## config.mk

```make
export PLATFORM = sky130hd
export DESIGN_NAME = vga_timing_flat
export DESIGN_NICKNAME = d
export VERILOG_FILES = /design/src/rtl/vga_pkg.sv /design/src/rtl/vga_timing_if.sv /design/src/rtl/vga_timing_wrap_counter.sv /design/src/rtl/vga_timing.sv /design/src/flat_wrapper.sv
export SDC_FILE = /design/constraint.sdc
export NUM_CORES = 1
export LEC_CHECK = 0
export ABC_AREA = 1
export CAP_MARGIN = 20
export CORE_MARGIN = 8
export CORE_UTILIZATION = 45
export DETAILED_ROUTE_END_ITERATION = 8
export DONT_BUFFER_PORTS = 1
export GPL_TIMING_DRIVEN = 0
export PLACE_DENSITY = 0.65
export SYNTH_ARGS = -nofsm -noshare
export SYNTH_HDL_FRONTEND = slang
export SYNTH_HIERARCHICAL = 1
export SYNTH_SLANG_ARGS = --single-unit
```

## constraint.sdc

```tcl
create_clock -name pclk -period 2.82 [get_ports pclk]
set_clock_uncertainty 0.1 [all_clocks]
set_input_delay 0.705 -clock pclk [delete_from_list [all_inputs] [get_ports pclk]]
set_output_delay 0.705 -clock pclk [all_outputs]
set_load 0.05 [all_outputs]
```

## src/rtl/vga_pkg.sv

```systemverilog
// XGA raster timing constants and counter typedef, shared by the timing generator
// and by drawing stages that need the screen geometry.
package vga_pkg;

    localparam int CNT_W = 11;

    typedef logic [CNT_W-1:0] count_t;

    localparam int XGA_H_ACTIVE     = 1024;
    localparam int XGA_H_SYNC_START = 1048;
    localparam int XGA_H_SYNC_END   = 1184;
    localparam int XGA_H_TOTAL      = 1344;
    localparam int XGA_V_ACTIVE     = 768;
    localparam int XGA_V_SYNC_START = 771;
    localparam int XGA_V_SYNC_END   = 777;
    localparam int XGA_V_TOTAL      = 806;

    // Active < sync start < sync end <= total, and total must fit the counter.
    function automatic bit timing_legal(int active, int sync_start, int sync_end, int total);
        return (active < sync_start) && (sync_start < sync_end) &&
               (sync_end <= total) && (total <= (1 << CNT_W));
    endfunction

endpackage

```

## src/rtl/vga_timing_if.sv

```systemverilog
// Pixel-stream bus: raster position plus sync/blanking flags, all coincident.
interface vga_timing_if;
    import vga_pkg::*;

    count_t hcount;
    count_t vcount;
    logic   hsync;
    logic   hblnk;
    logic   vsync;
    logic   vblnk;

    modport master (output hcount, vcount, hsync, hblnk, vsync, vblnk);
    modport slave  (input  hcount, vcount, hsync, hblnk, vsync, vblnk);
endinterface

```

## src/rtl/vga_timing_wrap_counter.sv

```systemverilog
// Modulo-N counter with enable; exposes the next-state value so callers can
// register decodes that line up with the counter itself.
module wrap_counter #(
    parameter int WIDTH   = 11,
    parameter int MODULUS = 1344
) (
    input  logic             clk,
    input  logic             rst,
    input  logic             en_i,
    output logic [WIDTH-1:0] value_o,
    output logic [WIDTH-1:0] value_next_o,
    output logic             tc_o
);
    localparam logic [WIDTH-1:0] LAST = WIDTH'(MODULUS - 1);

    logic [WIDTH-1:0] value_q;
    logic [WIDTH-1:0] value_d;

    assign tc_o = en_i && (value_q == LAST);

    always_comb begin
        value_d = value_q;
        if (tc_o) begin
            value_d = '0;
        end else if (en_i) begin
            value_d = value_q + 1'b1;
        end
    end

    always_ff @(posedge clk or posedge rst) begin
        if (rst) begin
            value_q <= '0;
        end else begin
            value_q <= value_d;
        end
    end

    assign value_o      = value_q;
    assign value_next_o = value_d;

endmodule

```

## src/rtl/vga_timing.sv

```systemverilog
// Free-running raster timing generator; head of the pixel-stream pipeline.
// Flags are decoded from next-state counts so they are coincident with hcount/vcount.
module vga_timing
    import vga_pkg::*;
#(
    parameter int H_ACTIVE     = XGA_H_ACTIVE,
    parameter int H_SYNC_START = XGA_H_SYNC_START,
    parameter int H_SYNC_END   = XGA_H_SYNC_END,
    parameter int H_TOTAL      = XGA_H_TOTAL,
    parameter int V_ACTIVE     = XGA_V_ACTIVE,
    parameter int V_SYNC_START = XGA_V_SYNC_START,
    parameter int V_SYNC_END   = XGA_V_SYNC_END,
    parameter int V_TOTAL      = XGA_V_TOTAL
) (
    input  logic         pclk,
    input  logic         rst,
    vga_timing_if.master vga,
    output logic         frame_start
);
    if (!timing_legal(H_ACTIVE, H_SYNC_START, H_SYNC_END, H_TOTAL) ||
        !timing_legal(V_ACTIVE, V_SYNC_START, V_SYNC_END, V_TOTAL)) begin : g_bad_timing
        $error("vga_timing: illegal raster timing parameters");
    end

    count_t h_q, h_d, v_q, v_d;
    logic   h_tc, v_tc;

    wrap_counter #(.WIDTH(CNT_W), .MODULUS(H_TOTAL)) u_hcnt (
        .clk          (pclk),
        .rst          (rst),
        .en_i         (1'b1),
        .value_o      (h_q),
        .value_next_o (h_d),
        .tc_o         (h_tc)
    );

    // Vertical advances only on the line wrap, so vsync/vblnk edges sit at hcount = 0.
    wrap_counter #(.WIDTH(CNT_W), .MODULUS(V_TOTAL)) u_vcnt (
        .clk          (pclk),
        .rst          (rst),
        .en_i         (h_tc),
        .value_o      (v_q),
        .value_next_o (v_d),
        .tc_o         (v_tc)
    );

    logic hsync_q, hsync_d, hblnk_q, hblnk_d;
    logic vsync_q, vsync_d, vblnk_q, vblnk_d;
    logic fs_q, fs_d;

    always_comb begin
        hsync_d = (int'(h_d) >= H_SYNC_START) && (int'(h_d) < H_SYNC_END);
        hblnk_d = (int'(h_d) >= H_ACTIVE);
        vsync_d = (int'(v_d) >= V_SYNC_START) && (int'(v_d) < V_SYNC_END);
        vblnk_d = (int'(v_d) >= V_ACTIVE);
        // Only a genuine frame wrap strobes; the post-reset (0,0) does not.
        fs_d    = h_tc && v_tc;
    end

    always_ff @(posedge pclk or posedge rst) begin
        if (rst) begin
            hsync_q <= 1'b0;
            hblnk_q <= 1'b0;
            vsync_q <= 1'b0;
            vblnk_q <= 1'b0;
            fs_q    <= 1'b0;
        end else begin
            hsync_q <= hsync_d;
            hblnk_q <= hblnk_d;
            vsync_q <= vsync_d;
            vblnk_q <= vblnk_d;
            fs_q    <= fs_d;
        end
    end

    assign vga.hcount  = h_q;
    assign vga.vcount  = v_q;
    assign vga.hsync   = hsync_q;
    assign vga.hblnk   = hblnk_q;
    assign vga.vsync   = vsync_q;
    assign vga.vblnk   = vblnk_q;
    assign frame_start = fs_q;

endmodule
```

## src/flat_wrapper.sv

```systemverilog
// flat-port wrapper written by rule: the top's interface ports become plain ports
module vga_timing_flat import vga_pkg::*;
#(
    parameter int H_ACTIVE     = XGA_H_ACTIVE,
    parameter int H_SYNC_START = XGA_H_SYNC_START,
    parameter int H_SYNC_END   = XGA_H_SYNC_END,
    parameter int H_TOTAL      = XGA_H_TOTAL,
    parameter int V_ACTIVE     = XGA_V_ACTIVE,
    parameter int V_SYNC_START = XGA_V_SYNC_START,
    parameter int V_SYNC_END   = XGA_V_SYNC_END,
    parameter int V_TOTAL      = XGA_V_TOTAL
)
  (pclk, rst, frame_start, vga_hcount, vga_vcount, vga_hsync, vga_hblnk, vga_vsync, vga_vblnk);
  vga_timing_if vga_i ();
  input  logic pclk;
  input  logic rst;
  output logic frame_start;
  output wire logic [$bits(vga_i.hcount)-1:0] vga_hcount;
  output wire logic [$bits(vga_i.vcount)-1:0] vga_vcount;
  output wire logic [$bits(vga_i.hsync)-1:0] vga_hsync;
  output wire logic [$bits(vga_i.hblnk)-1:0] vga_hblnk;
  output wire logic [$bits(vga_i.vsync)-1:0] vga_vsync;
  output wire logic [$bits(vga_i.vblnk)-1:0] vga_vblnk;
  assign vga_hcount = vga_i.hcount;
  assign vga_vcount = vga_i.vcount;
  assign vga_hsync = vga_i.hsync;
  assign vga_hblnk = vga_i.hblnk;
  assign vga_vsync = vga_i.vsync;
  assign vga_vblnk = vga_i.vblnk;
  vga_timing #(.H_ACTIVE(H_ACTIVE), .H_SYNC_START(H_SYNC_START), .H_SYNC_END(H_SYNC_END), .H_TOTAL(H_TOTAL), .V_ACTIVE(V_ACTIVE), .V_SYNC_START(V_SYNC_START), .V_SYNC_END(V_SYNC_END), .V_TOTAL(V_TOTAL)) u_core (.pclk(pclk), .rst(rst), .vga(vga_i), .frame_start(frame_start));
endmodule
```

== Yosys cells after proc, flatten, opt, wreduce, memory -nomap -nowiden ==
Cells that the tools add are included.
Storage, ports and cells
  logic and storage cells: 24
  register bits: 27
  output and inout bits: 27
  input bits: 2
Cells by class
  multiplexer cells: 3
  equal/unequal tests: 2
  reduce and logical (&&, ||, !) cells: 4
  order comparisons: 6
  add/subtract/negate cells: 2
Operators with widths (count)
  2-to-1 mux 11 bit: 3
  adder 11 x 1 -> 11 bit, second input constant: 2
  greater-or-equal comparator 11 x 10 -> 1 bit, second input constant: 2
  greater-or-equal comparator 11 bit, second input constant: 2
  equality test 11 x 10 -> 1 bit, second input constant: 1
  equality test 11 bit, second input constant: 1
  less-than comparator 11 x 10 -> 1 bit, second input constant: 1
  less-than comparator 11 bit, second input constant: 1
  logical AND 1 bit: 4

== Depth between registers and ports, before layout ==
  word-level depth: 5
  gate-level depth with buffers: 17
  gate-level depth less buffers: 16

== Modules after synthesis ==
Netlist, hierarchy kept.
Modules (own cells, without submodules)
  wrap_counter (u_core.u_vcnt): sequential area each 275.3 µm², instances 1, area each 704.4 µm², cells an instance 95
  wrap_counter (u_core.u_hcnt): sequential area each 275.3 µm², instances 1, area each 683.2 µm², cells an instance 87
  vga_timing: sequential area each 125.1 µm², instances 1, area each 256.5 µm², cells an instance 35

== Worst setup path after synthesis ==
OpenSTA, ideal clock, no wires.
  path type: flip-flop to flip-flop
  start: register u_core.u_hcnt.value_q[0] (netlist: u_core/u_hcnt/value_o[0])
  end: register u_core.vsync_q (netlist: u_core/vga.vsync)
  buffers on the path: 1
  setup slack: 0.258 ns
  library setup time: 0.071 ns
  data required time: 2.649 ns
  cell stages (with the launch flop): 17
  period minus slack after synthesis: 2.562 ns
  data arrival time: 2.391 ns
  path through: dfrtp_1 > ha_1 > nand2_1 > nor2_8 > nand3_4 > clkinv_4 > buf_4 > nand2_2 > nor2_4 > nand3_1 > nand2_1 > inv_1 > nor2_2 > nand2_1 > nor2_1 > nand3_1 > nor2_1
On the way
  word-level cells in the longest chain between the ends: 5
  elaborated cells on any way between the ends: 7
  classes of those cells: order compare (2); eq/ne (1); mux (2); reduce/logical (2)
RTL lines
  from (decl): line vga_timing_wrap_counter.sv:16  | logic [WIDTH-1:0] value_q;
  from (signal assigned): line vga_timing_wrap_counter.sv:34  | value_q <= value_d;
  equality test 11 bit *: line vga_timing_wrap_counter.sv:19  | assign tc_o = en_i && (value_q == LAST);
  via u_core.h_tc: line vga_timing.sv:26  | logic h_tc, v_tc;
  2-to-1 mux 11 bit / logical AND 1 bit (equally long branches): line vga_timing_wrap_counter.sv:25, vga_timing_wrap_counter.sv:19
  2-to-1 mux 11 bit *: line vga_timing_wrap_counter.sv:23  | if (tc_o) begin
  via u_core.v_d[8]: line vga_timing.sv:25  | count_t h_q, h_d, v_q, v_d;
  greater-or-equal comparator 11 x 10 -> 1 bit / less-than comparator 11 x 10 -> 1 bit (equally long branches): line vga_timing.sv:54  | vsync_d = (int'(v_d) >= V_SYNC_START) && (int'(v_d) < V_SYNC_END);
  logical AND 1 bit *: line vga_timing.sv:54
  via u_core.vsync_d: line vga_timing.sv:48  | logic vsync_q, vsync_d, vblnk_q, vblnk_d;
  to (signal assigned): line vga_timing.sv:70  | vsync_q <= vsync_d;
  to (decl): line vga_timing.sv:48
Mark *: on every way through the listed nets, which the timed path passes. The rest lies on a longest branch.

== Final worst setup path ==
  start: register u_core.u_hcnt.value_q[1] (netlist: u_core/u_hcnt/value_o[1])
  end: register u_core.vsync_q (netlist: u_core/vga.vsync)
Same word-level chain as after synthesis.

==> results.ini <==
[logic_synthesis]
yosys.area_share.simple_pct=37.5
yosys_register_bits=27
synthXorXnorAreaFrac_pct=3.20
synth_top_family_by_area=simple AND/OR/NAND/NOR gates
syn-instance-count=217
syn_area_sq_um=1640
synth_adder_area_share_pct=2.28
syn_avg_cell_area_sq_um=7.58
ys_types=27
synthMuxAreaShare_pct=0.609
synth_compound_area_share_pct=3.12
ys_seq_area_share_pct=41.1
yosys_warnings=6

[layout]
antennaDiodeCount=0
drive_above_1_share_pct=22.2
final_area_sq_um=1810
nets=236
synthToLayoutAreaGrowth_pct=10.3

[power]
ir_drop_uv=270
power.density_nw_per_um2=578
power.total_uw=1050
power.leakage_uw=0.00105

[run]
max_cap_violations=0

[detailed_routing]
wl_um=3430
drt_iter0_drc=29
wire_per_inst_um=12.3
drc=0
vias=1279
viasPerCell=4.60
firstDrtPassIters=4
postRouteAntennaNets=0

[clocking]
cts_tree=done
cts_sinks=27
cts.reportedPaths.clkPinSlew_ns=0.14
postCtsHoldBufs=0
root_buffer=clkbuf_4
htreeDepth=1
cts_buffers=3
clockBufferDepth=2
insertion_delay_ns=0.32

[sta]
period_share_pct=91.7
slew_headroom_pct=54.1
setup_slack_ns=0.233
fmax_mhz=387
hold_viol_final=0
tightest_slew_ns=0.688
tns_ns=0
setup_viol=0
slew_violations=0
post-route-min-period_ns=2.59

[worst_setup_path]
endpoint_kind=flip-flop
cp_data_arrival_time_ns=2.75
crit_fanout=7
startpoint_type=flip-flop
required_ns=2.98
crit_type=flip-flop to flip-flop

[global_routing]
antenna_found_initial=0
grt_usage_pct=12.4
grt_max_degree=15
grt_overflow=0
grt_pass1_wl_um=6000
grt_pass1_vias=1270

[floorplanning]
ios=29
initial_core_util_pct=45.9
die_area_sq_um=5840
dieWidth_um=76.4
std_cell_rows=22
fp.dieH_um=76.4
fp.coreArea_sq_um=3580

[placed_design]
gp_congestion=0.803
portBuffers=0
placed_cell_area_sq_um=1710
post-dp-hpwl_um=2680
pre_cts_ws_ns=-0.129

[run_status]
status=completed

[worst_hold_path]
hold_class=input port to async pin

-- metrics by stage --
step           std cells  util (%)  hold slack (ns)
2_1_floorplan        219         -            0.384
3_3_place_gp         267      47.8            0.404
3_5_place_dp         267      47.8            0.406
4_1_cts              271      48.6           0.0208
5_1_grt              278      50.7           0.0237
6_report             278      50.7           0.0382
-- area by class of cell --
class                      instances  area [sq um]
buffer                             3          18.8
clock buffer                       4          26.3
multi-input combinational        143           792
fill                             380          1770
sequential                        27           686
timing repair buffer               7          52.6
inverter                          46           178
tap                               48          60.1
-- kinds of logic after synthesis --
kind of cell,after synthesis
AOI/OAI and AO/OA,8
xor gates and xnor gates,6
adders and majority gates,3
buffers and inverters,49
DFF,27
muxes,1
other,1
and+or+nand+nor,122
-- flip-flops by register name, indices dropped and copies added, names as in the netlist --
signal and cells:
u_core/frame_start 1, u_core/vga.vblnk 1, u_core/u_vcnt/value_o 11, u_core/vga.hsync 1, u_core/vga.vsync 1, u_core/vga.hblnk 1
u_core/u_hcnt/value_o 11
-- layer usage --
layer / part of all wire (%) / wire, um / track usage (%) / up-vias
met1: 43 / 1470 / 14.2 / 587
met3: 5.2 / 177 / 3.07 / 4
met4: 1.2 / 40 / 5.38 / 0
met5: 0 / 0 / 0 / -
li1: - / - / - / 669
met2: 51 / 1750 / 21.2 / 19
-- path summary, 6_finish.rpt --
check	start	endpoint	slack, ns	depth (start not counted)
min	rst	u_core/vga.hblnk$_DFF_PP0_	0.04	1
max in group asynchronous	rst	u_core/u_hcnt/value_o[0]$_DFF_PP0_	2.14	1
max	u_core/u_hcnt/value_o[1]$_DFF_PP0_	u_core/vga.vsync$_DFF_PP0_	0.23	17
min reg2reg	u_core/u_hcnt/value_o[4]$_DFF_PP0_	u_core/u_hcnt/value_o[4]$_DFF_PP0_	0.70	2
min in group pclk	u_core/u_hcnt/value_o[4]$_DFF_PP0_	u_core/u_hcnt/value_o[4]$_DFF_PP0_	0.70	2
max reg2reg	u_core/u_hcnt/value_o[1]$_DFF_PP0_	u_core/vga.vsync$_DFF_PP0_	0.23	17
-- worst max-delay path: stages, from the launching register on --
cell and delay (ns):
dfrtp_2 0.59, ha_4 0.18, nand2_1 0.13, nor2_8 0.16, nand3_4 0.12, clkinv_4 0.09, buf_4 0.16, nand2_2 0.09
nor2_4 0.18, buf_4 0.14, nand3_1 0.05, nand2_1 0.10, nor2_1 0.05, inv_1 0.05, nand2_1 0.05, nor2_1 0.10
nand3_1 0.08, nor2_1 0.10
-- power breakdown --
group	switching (uW)	internal, uW	total [uW]
Sequential	244	439	684
Combinational	122	74.1	196
Clock	112	55.4	168
-- placed cells by master (no fill, tap or decap), types with 2 or more instances in the layout --
cell,netlist,routed
a21oi_1,5,5
buf_4,2,9
clkbuf_1,1,2
clkbuf_4,0,3
conb_1,1,3
dfrtp_1,27,21
dfrtp_2,0,5
ha_1,3,2
inv_1,42,42
inv_2,3,3
nand2_1,55,55
nand2_2,4,4
nand3_1,16,16
nand3_2,3,3
nand3_4,2,2
nand4_1,2,2
nor2_1,22,22
nor2_2,11,11
nor2_4,2,2
nor3_2,2,2
o21ai_2,2,2
xnor2_1,2,2
xor2_1,4,4
-- Yosys cell counts --
cell type  number  area [sq um]
xnor2_1         2          17.5
ha_1            3          37.5
mux2i_1         1          10.0
conb_1          1          3.75
nor2_4          2          22.5
a21oi_1         5          25.0
inv_2           3          11.3
buf_4           2          15.0
nand3_2         3          30.0
nor2_1         22          82.6
nand4_1         2          12.5
nor3_2          2          20.0
a21oi_2         1          8.76
nand2_1        55           206
nand3_1        16          80.1
nand2_2         4          25.0
xor2_1          4          35.0
o21ai_2         2          17.5
inv_1          42           158
clkinv_4        1          8.76
nor2_2         11          68.8
nand3_4         2          35.0
or2_1           1          6.26
nor3b_1         1          7.51
nor2_8          1          20.0
dfrtp_1        27           676
clkbuf_1        1          3.75
-- repair_timing --
item / in CTS / in global routing
endpoints found under the setup margin: 1 / 1
pin swaps: 0 / 2
buffers inserted: 0 / 7
resized for setup: 2 / 7
endpoints found under the hold margin: 0 / 0
(Power assumes the default switching activity.)
